<file path="src/rtl/benchmark_sequencer.sv">
// rtl/benchmark_sequencer.sv - benchmark driver: steps test_selector, windows cpu reset, reports run results
//
// Steps test_selector from FIRST_SEL through FIRST_SEL+NUM_TESTS-1. For each
// benchmark the CPU is held in reset for RESET_CYCLES, released for at most
// RUN_CYCLES (ending early on halt), then put back in reset while the result
// is reported for one cycle.
//
// Ports:
//   clk            - single clock
//   reset          - synchronous active-high, returns to IDLE
//   start          - pulse in IDLE or DONE begins a sequence
//   halt           - CPU end-of-program, sampled only while running
//   cpu_reset      - drives cpu.reset
//   test_selector  - drives cpu.test_selector
//   running        - high while the CPU run window is open
//   result_valid   - one-cycle strobe per completed benchmark
//   result_sel     - selector of the reported benchmark
//   result_cycles  - run cycles consumed by the reported benchmark
//   result_timeout - reported run hit RUN_CYCLES without halt
//   done           - high after the last benchmark until start or reset
module benchmark_sequencer #(
  parameter int NUM_TESTS    = 12,
  parameter int SEL_W        = 4,
  parameter int FIRST_SEL    = 1,
  parameter int RESET_CYCLES = 1,
  parameter int RUN_CYCLES   = 16,
  parameter int CNT_W        = 8
) (
  input  logic             clk,
  input  logic             reset,
  input  logic             start,
  input  logic             halt,
  output logic             cpu_reset,
  output logic [SEL_W-1:0] test_selector,
  output logic             running,
  output logic             result_valid,
  output logic [SEL_W-1:0] result_sel,
  output logic [CNT_W-1:0] result_cycles,
  output logic             result_timeout,
  output logic             done
);

  localparam int IDX_W = (NUM_TESTS > 1) ? $clog2(NUM_TESTS) : 1;
  localparam int PRE_W = (RESET_CYCLES > 1) ? $clog2(RESET_CYCLES + 1) : 1;

  generate
    if (NUM_TESTS < 1) begin : g_bad_num_tests
      $error("NUM_TESTS must be at least 1");
    end
    if (RESET_CYCLES < 1) begin : g_bad_reset_cycles
      $error("RESET_CYCLES must be at least 1");
    end
    if (RUN_CYCLES < 1) begin : g_bad_run_cycles
      $error("RUN_CYCLES must be at least 1");
    end
    if ((FIRST_SEL + NUM_TESTS - 1) >= (1 << SEL_W)) begin : g_bad_sel_range
      $error("FIRST_SEL+NUM_TESTS-1 does not fit in SEL_W");
    end
    if (RUN_CYCLES >= (1 << CNT_W)) begin : g_bad_cnt_w
      $error("RUN_CYCLES does not fit in CNT_W");
    end
  endgenerate

  typedef enum logic [2:0] {
    S_IDLE = 3'd0,
    S_PRE  = 3'd1,
    S_RUN  = 3'd2,
    S_POST = 3'd3,
    S_DONE = 3'd4
  } state_t;

  state_t           state_q;
  state_t           state_d;
  logic [IDX_W-1:0] idx_q;
  logic [PRE_W-1:0] pre_cnt_q;
  logic [CNT_W-1:0] run_cnt_q;
  logic             last_idx;
  logic             run_limit;

  assign last_idx  = (idx_q == IDX_W'(NUM_TESTS - 1));
  assign run_limit = (run_cnt_q == CNT_W'(RUN_CYCLES));

  always_ff @(posedge clk) begin
    if (reset) begin
      state_q <= S_IDLE;
    end else begin
      state_q <= state_d;
    end
  end

  always_comb begin
    state_d = state_q;
    unique case (state_q)
      S_IDLE:  if (start) state_d = S_PRE;
      S_PRE:   if (pre_cnt_q == PRE_W'(RESET_CYCLES)) state_d = S_RUN;
      S_RUN:   if (halt || run_limit) state_d = S_POST;
      S_POST:  state_d = last_idx ? S_DONE : S_PRE;
      S_DONE:  if (start) state_d = S_PRE;
      default: state_d = S_IDLE;
    endcase
  end

  // Outputs are registered from the next state so each one reflects the
  // state being entered, with no combinational path from the inputs.
  always_ff @(posedge clk) begin
    if (reset) begin
      cpu_reset      <= 1'b1;
      test_selector  <= SEL_W'(FIRST_SEL);
      running        <= 1'b0;
      result_valid   <= 1'b0;
      result_sel     <= '0;
      result_cycles  <= '0;
      result_timeout <= 1'b0;
      done           <= 1'b0;
      idx_q          <= '0;
      pre_cnt_q      <= '0;
      run_cnt_q      <= '0;
    end else begin
      cpu_reset    <= (state_d != S_RUN);
      running      <= (state_d == S_RUN);
      result_valid <= (state_d == S_POST);
      done         <= (state_d == S_DONE);

      if ((state_q == S_IDLE || state_q == S_DONE) && start) begin
        test_selector <= SEL_W'(FIRST_SEL);
        idx_q         <= '0;
      end else if (state_q == S_POST && !last_idx) begin
        // Selector moves only on the POST->PRE edge, while cpu_reset is high.
        test_selector <= test_selector + SEL_W'(1);
        idx_q         <= idx_q + IDX_W'(1);
      end

      if (state_d == S_PRE && state_q != S_PRE) begin
        pre_cnt_q <= PRE_W'(1);
      end else if (state_q == S_PRE) begin
        pre_cnt_q <= pre_cnt_q + PRE_W'(1);
      end

      // Counter reads 1 in the first RUN cycle; leaving RUN at the limit
      // means it never exceeds RUN_CYCLES.
      if (state_d == S_RUN && state_q != S_RUN) begin
        run_cnt_q <= CNT_W'(1);
      end else if (state_q == S_RUN && state_d == S_RUN) begin
        run_cnt_q <= run_cnt_q + CNT_W'(1);
      end

      // Latch on the RUN->POST edge; halt takes precedence over the limit.
      if (state_q == S_RUN && state_d == S_POST) begin
        result_sel     <= test_selector;
        result_cycles  <= run_cnt_q;
        result_timeout <= !halt;
      end
    end
  end

endmodule

</file>
<file path="config.mk">
export PLATFORM = sky130hd
export DESIGN_NAME = benchmark_sequencer
export DESIGN_NICKNAME = d
export VERILOG_FILES = /design/src/rtl/benchmark_sequencer.sv
export SDC_FILE = /design/constraint.sdc
export NUM_CORES = 1
export LEC_CHECK = 0
export ABC_CLOCK_PERIOD_IN_PS = 4190
export BUFFER_PORTS_ARGS = -buffer_cell sky130_fd_sc_hd__clkbuf_2
export CAP_MARGIN = 20
export CORE_ASPECT_RATIO = 2
export CORE_MARGIN = 2
export CORE_UTILIZATION = 59
export DETAILED_ROUTE_END_ITERATION = 8
export PLACE_DENSITY = 0.87
export SYNTH_ARGS = -nofsm -noshare
export SYNTH_HDL_FRONTEND = slang
export SYNTH_SLANG_ARGS = --single-unit
</file>
<file path="constraint.sdc">
create_clock -name clk -period 4.19 [get_ports clk]
set_input_delay 0.838 -clock clk [delete_from_list [all_inputs] [get_ports clk]]
set_output_delay 0.838 -clock clk [all_outputs]
set_load 0.01 [all_outputs]
</file>
== After elaboration in Yosys (flattened, before gate mapping) ==
Index checks and enable logic that the tools add are counted.

* Register bits: 37
* Output and inout bits: 21

* Add/sub/neg operators: 4
* Equal/unequal tests: 13
* Muxes and demuxes: 9
* Reduce and logical (&&, ||, !) cells: 16

{| class="wikitable"
|+ Operators with widths
! cell !! count
|-
| == test 3 x 2 -> 1 bit, second input constant || 4
|-
| 2-to-1 mux 3 bit || 4
|-
| one-hot mux 3 bit (4 select lines) || 1
|-
| adder 4 x 1 -> 4 bit, second input constant || 2
|-
| adder 8 x 1 -> 8 bit, second input constant || 1
|-
| == test 8 x 5 -> 1 bit, second input constant || 1
|-
| == test 3 x 1 -> 1 bit, second input constant || 2
|-
| == test 3 bit, second input constant || 2
|-
| logical AND 1 bit || 6
|-
| inequality test 3 x 2 -> 1 bit, second input constant || 2
|-
| OR reduction 2 bit || 3
|-
| == test 4 bit, second input constant || 1
|-
| 2-to-1 mux 1 bit || 4
|-
| nonzero test 2 bit || 2
|-
| logical NOT 3 bit || 1
|-
| inequality test 3 x 1 -> 1 bit, second input constant || 1
|-
| logical NOT 1 bit || 2
|-
| logical OR 1 bit || 2
|-
| adder 1 bit, second input constant || 1
|}

== Longest topological paths before layout ==
Gate-level depths: netlist (run 1).

* Word-level depth: 8
* Mapped depth: 7

== Worst setup path before layout (run 1) ==
Ideal clock, no wire load.

* Path kind: input -> register
* Start: input halt
* End: register run_cnt_q[7]
* Setup time: 0.070 ns
* Data arrival time: 1.769 ns
* Setup slack: 2.351 ns
* Cell stages on the path: 4
* Path buffers: 0
* Path through: nor4b_4 -> nand4_1 -> or3_1 -> a21oi_1

* Longest elaborated chain between the ends: 6
* Elaborated cells on any way between the ends: 7

{| class="wikitable"
|+ Ends and longest elaborated chain
! element !! line !! RTL
|-
| start, declared || 32 || <nowiki>input logic halt,</nowiki>
|-
| logical OR 1 bit (*) || 96 || <nowiki>S_RUN: if (halt || run_limit) state_d = S_POST;</nowiki>
|-
| 2-to-1 mux 3 bit (*) || 96 ||
|-
| one-hot mux 3 bit (4 select lines) (*) || 93 || <nowiki>unique case (state_q)</nowiki>
|-
| == test 3 x 2 -> 1 bit (*) || 141, 143 ||
|-
| logical AND 1 bit || 141 || <nowiki>if (state_d == S_RUN && state_q != S_RUN) begin</nowiki>
|-
| OR reduction 2 bit (no line) || - ||
|-
| end signal, assigned || 144 || <nowiki>run_cnt_q <= run_cnt_q + CNT_W'(1);</nowiki>
|-
| end, declared || 76 || <nowiki>logic [CNT_W-1:0] run_cnt_q;</nowiki>
|}

Mark *: on every way between the ends. The rest lies on a longest branch, timed or not.
A chain may end at the register's enable or synchronous reset.

== Worst setup path in the final report (run 1) ==
* Start: register run_cnt_q[0]
* End: register result_cycles[0]

* Longest elaborated chain between the ends: 6

{| class="wikitable"
|+ Ends and longest elaborated chain
! element !! line !! RTL
|-
| == test 8 x 5 -> 1 bit || 81 || <nowiki>assign run_limit = (run_cnt_q == CNT_W'(RUN_CYCLES));</nowiki>
|-
| logical OR 1 bit || 96 ||
|-
| 2-to-1 mux 3 bit || 96 ||
|-
| one-hot mux 3 bit (4 select lines) || 93 ||
|-
| == test 3 x 2 -> 1 bit || 148 || <nowiki>if (state_q == S_RUN && state_d == S_POST) begin</nowiki>
|-
| logical AND 1 bit || 148 ||
|-
| end signal, assigned || 150 || <nowiki>result_cycles <= run_cnt_q;</nowiki>
|-
| end, declared || 38 || <nowiki>output logic [CNT_W-1:0] result_cycles,</nowiki>
|}

Parallel ways exist; a longest one is shown, timed or not.

==> impl_metrics.json, run 1 <==
{
  "hold_ws_ns": 0.473,
  "rsz0062_at_grt": "false",
  "grt_antenna_before_repair": 0,
  "grt_usage": 0.218,
  "crit-reg2reg-launch": "run_cnt_q[0]$_SDFFE_PP0P_",
  "ys_seq_elements": 37,
  "port_buffers": 24,
  "syn_to_final_growth_pct": 12.0,
  "hold_end": "result_sel[3]$_SDFFE_PP0P_",
  "critPathTopFamily": "simple AND/OR/NAND/NOR gates",
  "period_share": 0.473,
  "tightestPinTransition_ns": 0.915,
  "cp.arrival_ns": 2.20,
  "crit_path_start": "run_cnt_q[0]$_SDFFE_PP0P_",
  "nFillCells": 222,
  "clk_latency_ns": 0.29,
  "vias": 1271,
  "design.core.area_um2": 2670,
  "final_common_cell": "dfxtp_1",
  "yosys_warnings": 0,
  "die_w_um": 41.1,
  "reg2reg_slack_ns": 2.21,
  "hold_class": "reg2reg",
  "synth_nets": 177,
  "fin_util": 0.681,
  "ctsHtreeMaxLevel": 2,
  "dp_slack_ns": 2.09,
  "min_path_cells": 2,
  "synth_seq_area_share": 0.456,
  "die_y_um": 78.2,
  "cts_setup_buffers": 0,
  "drc": 0,
  "rr_worst_depth": 6,
  "synth_flop_cell": "dfxtp_1",
  "grt_overflow_total": 0,
  "nets": 200,
  "worst-path-buf-inv": 1,
  "hold_viol": 0,
  "synth_cell_type_count": 39,
  "synth_edf_count": 0,
  "firstDrtPassIters": 4,
  "crit_path_top_delay_cell": "or4b_4",
  "fin_crit_ns": 1.98,
  "routed_via_density": 5.73,
  "ir_drop_uv": 267,
  "worst-path-max-fanout": 14,
  "finalWirelength_mm": 3.05,
  "fmax_mhz": 504,
  "die-area_um2": 3210,
  "hpwl_mm": 2.14,
  "drtIter0Drc": 26,
  "final_cell_mix": "dfxtp_1 (37), clkbuf_2 (24), nand2b_1 (17)",
  "drtAntennaViolNets": 0,
  "routedWlPerCell_um": 13.8,
  "async_reset_ff_frac": 0,
  "start_kind": "flip-flop",
  "tns_ns": 0,
  "synthCells": 169,
  "diodes": 0,
  "maxCapViolCount": 0,
  "drv_slew": 0,
  "r2r_end": "result_cycles[0]$_SDFFE_PP0P_",
  "clk_pin_slew_worst_paths_ns": 0.07,
  "critPathCaptureType": "flip-flop",
  "setup_ws_ns": 2.21,
  "grt_first_pass_wirelength_mm": 4.82,
  "hold_buffers": 0,
  "p_leak_nw": 0.695,
  "num_rows": 27,
  "synthesis.area_um2": 1620,
  "relSlewSlack": 0.388,
  "hold_start": "result_sel[3]$_SDFFE_PP0P_",
  "path_cells": "inv_1, ha_1, or4b_4, o21bai_4, and2_4, mux2i_1",
  "cts_made_buffers": 5,
  "status": "finished clean",
  "setup_violations": 0,
  "clockRootBuffer": "clkbuf_8",
  "tritoncts": "built",
  "final_cells": 222,
  "cts.sinks": 37,
  "cts_max_path_buffers": 2,
  "grt_max_degree": 33,
  "cts-resized-gates": 0,
  "initial_core_util": 0.608,
  "io_pins": 25,
  "path_class": "reg2reg",
  "power_density_nw_per_um2": 363,
  "skew_ns": 0.00633,
  "place_inst": 214,
  "cp.required_ns": 4.41,
  "drive_above_1_share": 0.192,
  "grt_pass1_vias": 1148,
  "gp_congestion": 0.857,
  "max_stage_delay_ns": 0.50,
  "syn_avg_cell_area_um2": 9.60
}
## logic make-up after synthesis
logic type	count (synthesis)	share of synthesized area
AO/OA/AOI/OAI	31	0.117
XOR/XNOR	10	0.0540
adder cells (fa/ha/maj)	4	0.0308
buffers and inverters	10	0.0308
flip-flops	37	0.456
multiplexers	2	0.0123
AND/OR/NAND/NOR	75	0.298
## metrics by stage
step	area (um^2)	power [mW]
finish	1820	0.659
global route	1820	0.681
CTS	1820	0.665
detailed placement	1740	0.433
global placement	1740	0.431
floorplan	1620	0.420
## where the power goes
group          switching [mW]  leakage [nW]  internal, mW  total (mW)
clock                   0.115        0.0395         0.118       0.233
sequential            0.00993         0.299         0.360       0.370
combinational          0.0319         0.357        0.0244      0.0563
## cell type report
class | count | area, um^2 | area share
clock buffer | 8 | 80.1 | 0.0441
inverter | 2 | 7.51 | 0.00413
multi-input combinational | 122 | 832 | 0.458
sequential | 37 | 741 | 0.408
tap | 29 | 36.3 | 0.0200
timing repair buffer | 24 | 120 | 0.0661
## synth_stat cells, types with 2 or more instances
library cell	instances	area (um^2)
mux2i_1	2	20.0
o21ai_0	15	75.1
nand2b_1	17	106
nand3b_1	2	15.0
dfxtp_1	37	741
nor2_1	12	45.0
and3_1	2	12.5
nand2_1	8	30.0
nand3_1	5	25.0
a21oi_1	8	40.0
nand4_1	4	25.0
a211oi_1	2	15.0
nor3b_1	2	15.0
or3_1	2	12.5
ha_1	4	50.1
clkbuf_1	4	15.0
xor2_1	10	87.6
nand4b_1	11	96.3
inv_1	2	7.51
## worst max-delay path by stage
stage / cells after the start / slack, ns / endpoint
6_report: 6 / 2.21 / result_cycles[0]$_SDFFE_PP0P_
5_1_grt: 6 / 2.06 / result_cycles[0]$_SDFFE_PP0P_
4_1_cts: 6 / 2.20 / result_cycles[0]$_SDFFE_PP0P_
3_5_place_dp: 5 / 2.09 / run_cnt_q[7]$_SDFFE_PP0P_
3_3_place_gp: 5 / 2.16 / run_cnt_q[7]$_SDFFE_PP0P_
2_1_floorplan: 4 / 2.35 / run_cnt_q[7]$_SDFFE_PP0P_
## worst reg2reg max path, delay by kind of cell (launching register included)
family / cells / cell delay, ns
AND/OR/NAND/NOR: 2 / 0.79
flip-flops: 1 / 0.34
AO/OA/AOI/OAI: 1 / 0.34
multiplexers: 1 / 0.20
adder cells (fa/ha/maj): 1 / 0.15
buffers and inverters: 1 / 0.09
## sequential cells by signal (all words and copies together) (netlist names), 3 cells and up
signal / flops
test_selector: 4
run_cnt_q: 8
state_q: 3
result_sel: 4
result_cycles: 8
idx_q: 4
## metal layers
layer  GRT usage  wire length, um  vias up
met4       0.133               73        0
met2       0.333             1580       33
met5           0                0        -
li1            -                -      644
met1       0.253             1280      588
met3      0.0537              122        6
(Power assumes the default switching activity.)
==> run 2: changes to the inputs <==
ABC_CLOCK_PERIOD_IN_PS = 1900   (was 4190)
CORE_UTILIZATION = 55   (was 59)
PLACE_DENSITY = 0.83   (was 0.87)
clock period = 1.9 ns   (was 4.19 ns; I/O delays follow)
==> run 2 against run 1 <==
Effect of this change: die area up 6.7%; worst hold slack worse by 0.10 ns; final cell count increased by 1.8%; design area rose by 2.4%; via count up 0.79%; maximum frequency rose by 12%; sequential cell count stayed put; core utilization decreased by 0.91 points; first-iteration DRC count down 23%; count of clock-buffer cells in the layout is 1 lower; critical endpoint unchanged; largest cell class unchanged; highest routed layer unchanged.
==> impl_metrics.json, run 2 (synthesized netlist as in run 1, its figures left out) <==
{
  "status": "finished clean",
  "path_class": "reg2reg",
  "ir_drop_uv": 756,
  "reg2reg_slack_ns": 0.13,
  "setup_violations": 0,
  "die_y_um": 80.8,
  "port_buffers": 24,
  "grt_overflow_total": 0,
  "crit_path_top_delay_cell": "or4b_4",
  "clk_latency_ns": 0.28,
  "gp_congestion": 0.875,
  "grt_first_pass_wirelength_mm": 5.52,
  "cp.required_ns": 2.12,
  "num_rows": 27,
  "grt_max_degree": 29,
  "design.core.area_um2": 2770,
  "largestRegisters": "result_cycles (8), run_cnt_q (8)",
  "rsz0062_at_grt": "false",
  "critPathCaptureType": "flip-flop",
  "die-area_um2": 3430,
  "hold_buffers": 0,
  "tritoncts": "built",
  "worst-path-max-fanout": 14,
  "cts_made_buffers": 5,
  "hold_viol": 0,
  "power_density_nw_per_um2": 796,
  "cp.arrival_ns": 1.99,
  "path_cells": "inv_1, ha_1, or4b_4, o21bai_4, and2_4, mux2i_1",
  "vias": 1281,
  "tns_ns": 0,
  "drtAntennaViolNets": 0,
  "drv_slew": 0,
  "drtIter0Drc": 20,
  "initial_core_util": 0.586,
  "relSlewSlack": 0.647,
  "drive_above_1_share": 0.218,
  "fin_crit_ns": 1.77,
  "start_kind": "flip-flop",
  "final_cell_mix": "dfxtp_1 (37), clkbuf_2 (24), nand2b_1 (17)",
  "skew_ns": 0.00338,
  "die_w_um": 42.4,
  "nets": 205,
  "firstDrtPassIters": 4,
  "grt_antenna_before_repair": 0,
  "hold_ws_ns": 0.369,
  "syn_to_final_growth_pct": 14.6,
  "max_stage_delay_ns": 0.49,
  "io_pins": 25,
  "final_common_cell": "dfxtp_1",
  "diodes": 0,
  "hold_class": "in2reg",
  "ctsHtreeMaxLevel": 2,
  "hpwl_mm": 2.37,
  "clockRootBuffer": "clkbuf_8",
  "cts.sinks": 37,
  "grt_pass1_vias": 1298,
  "cts_max_path_buffers": 2,
  "fmax_mhz": 565,
  "cts_setup_buffers": 0,
  "grt_usage": 0.209,
  "drc": 0,
  "clk_pin_slew_worst_paths_ns": 0.07,
  "p_leak_nw": 0.724,
  "period_share": 0.932,
  "routed_via_density": 5.67,
  "routedWlPerCell_um": 14.0,
  "tightestPinTransition_ns": 0.526,
  "finalWirelength_mm": 3.16,
  "cts-resized-gates": 0,
  "maxCapViolCount": 0
}
==> run 2: changes by cell type in the layout (fill, tap and decap cells not counted), sizes merged <==
cell and change:
clkbuf -1, buf +5
==> run 2: final timing paths <==
path | start | endpoint | cells after the start
setup / recovery | run_cnt_q[0]$_SDFFE_PP0P_ | result_cycles[0]$_SDFFE_PP0P_ | 6
hold / removal | halt | result_timeout$_SDFFE_PP0P_ | 2
setup reg to reg | run_cnt_q[0]$_SDFFE_PP0P_ | result_cycles[0]$_SDFFE_PP0P_ | 6
hold reg to reg | result_cycles[3]$_SDFFE_PP0P_ | result_cycles[3]$_SDFFE_PP0P_ | 2
==> run 2: report_power, final <==
part / internal (mW) / leakage, nW / switching [mW]
clock: 0.287 / 0.0443 / 0.248
combinational: 0.0583 / 0.381 / 0.0724
sequential: 0.794 / 0.299 / 0.0205
total: 1.14 / 0.724 / 0.341
==> run 2: critical path, delay by kind of cell (launching register included) <==
family | cells | cell delay, ns
buffers and inverters | 1 | 0.08
flip-flops | 1 | 0.33
adder cells (fa/ha/maj) | 1 | 0.13
AND/OR/NAND/NOR | 2 | 0.75
AO/OA/AOI/OAI | 1 | 0.22
multiplexers | 1 | 0.19
==> run 2: stage by stage <==
step / power, mW / utilization / setup WS (ns) / std cells / instance area, um^2
6_report: 1.48 / 0.672 / 0.129 / 226 / 1860
5_1_grt: 1.55 / 0.672 / 0.0117 / 226 / 1860
4_1_cts: 1.50 / 0.672 / 0.121 / 226 / 1860
3_5_place_dp: 0.962 / 0.640 / 0.138 / 219 / 1770
3_3_place_gp: 0.957 / 0.640 / 0.219 / 219 / 1770
2_1_floorplan: 0.927 / - / 0.260 / 169 / 1620
==> run 2: routing by layer <==
metal | track usage | share of wire
met5 | 0 | 0
met4 | 0.0875 | 0.017
met3 | 0.0489 | 0.029
met2 | 0.388 | 0.55
met1 | 0.219 | 0.41
==> run 2: area by class of cell <==
type	instances	area, um^2
Inverter	2	7.51
Timing Repair Buffer	29	158
Clock buffer	7	86.3
Fill cell	224	910
Sequential cell	37	741
Tap cell	29	36.3
Multi-Input combinational cell	122	832
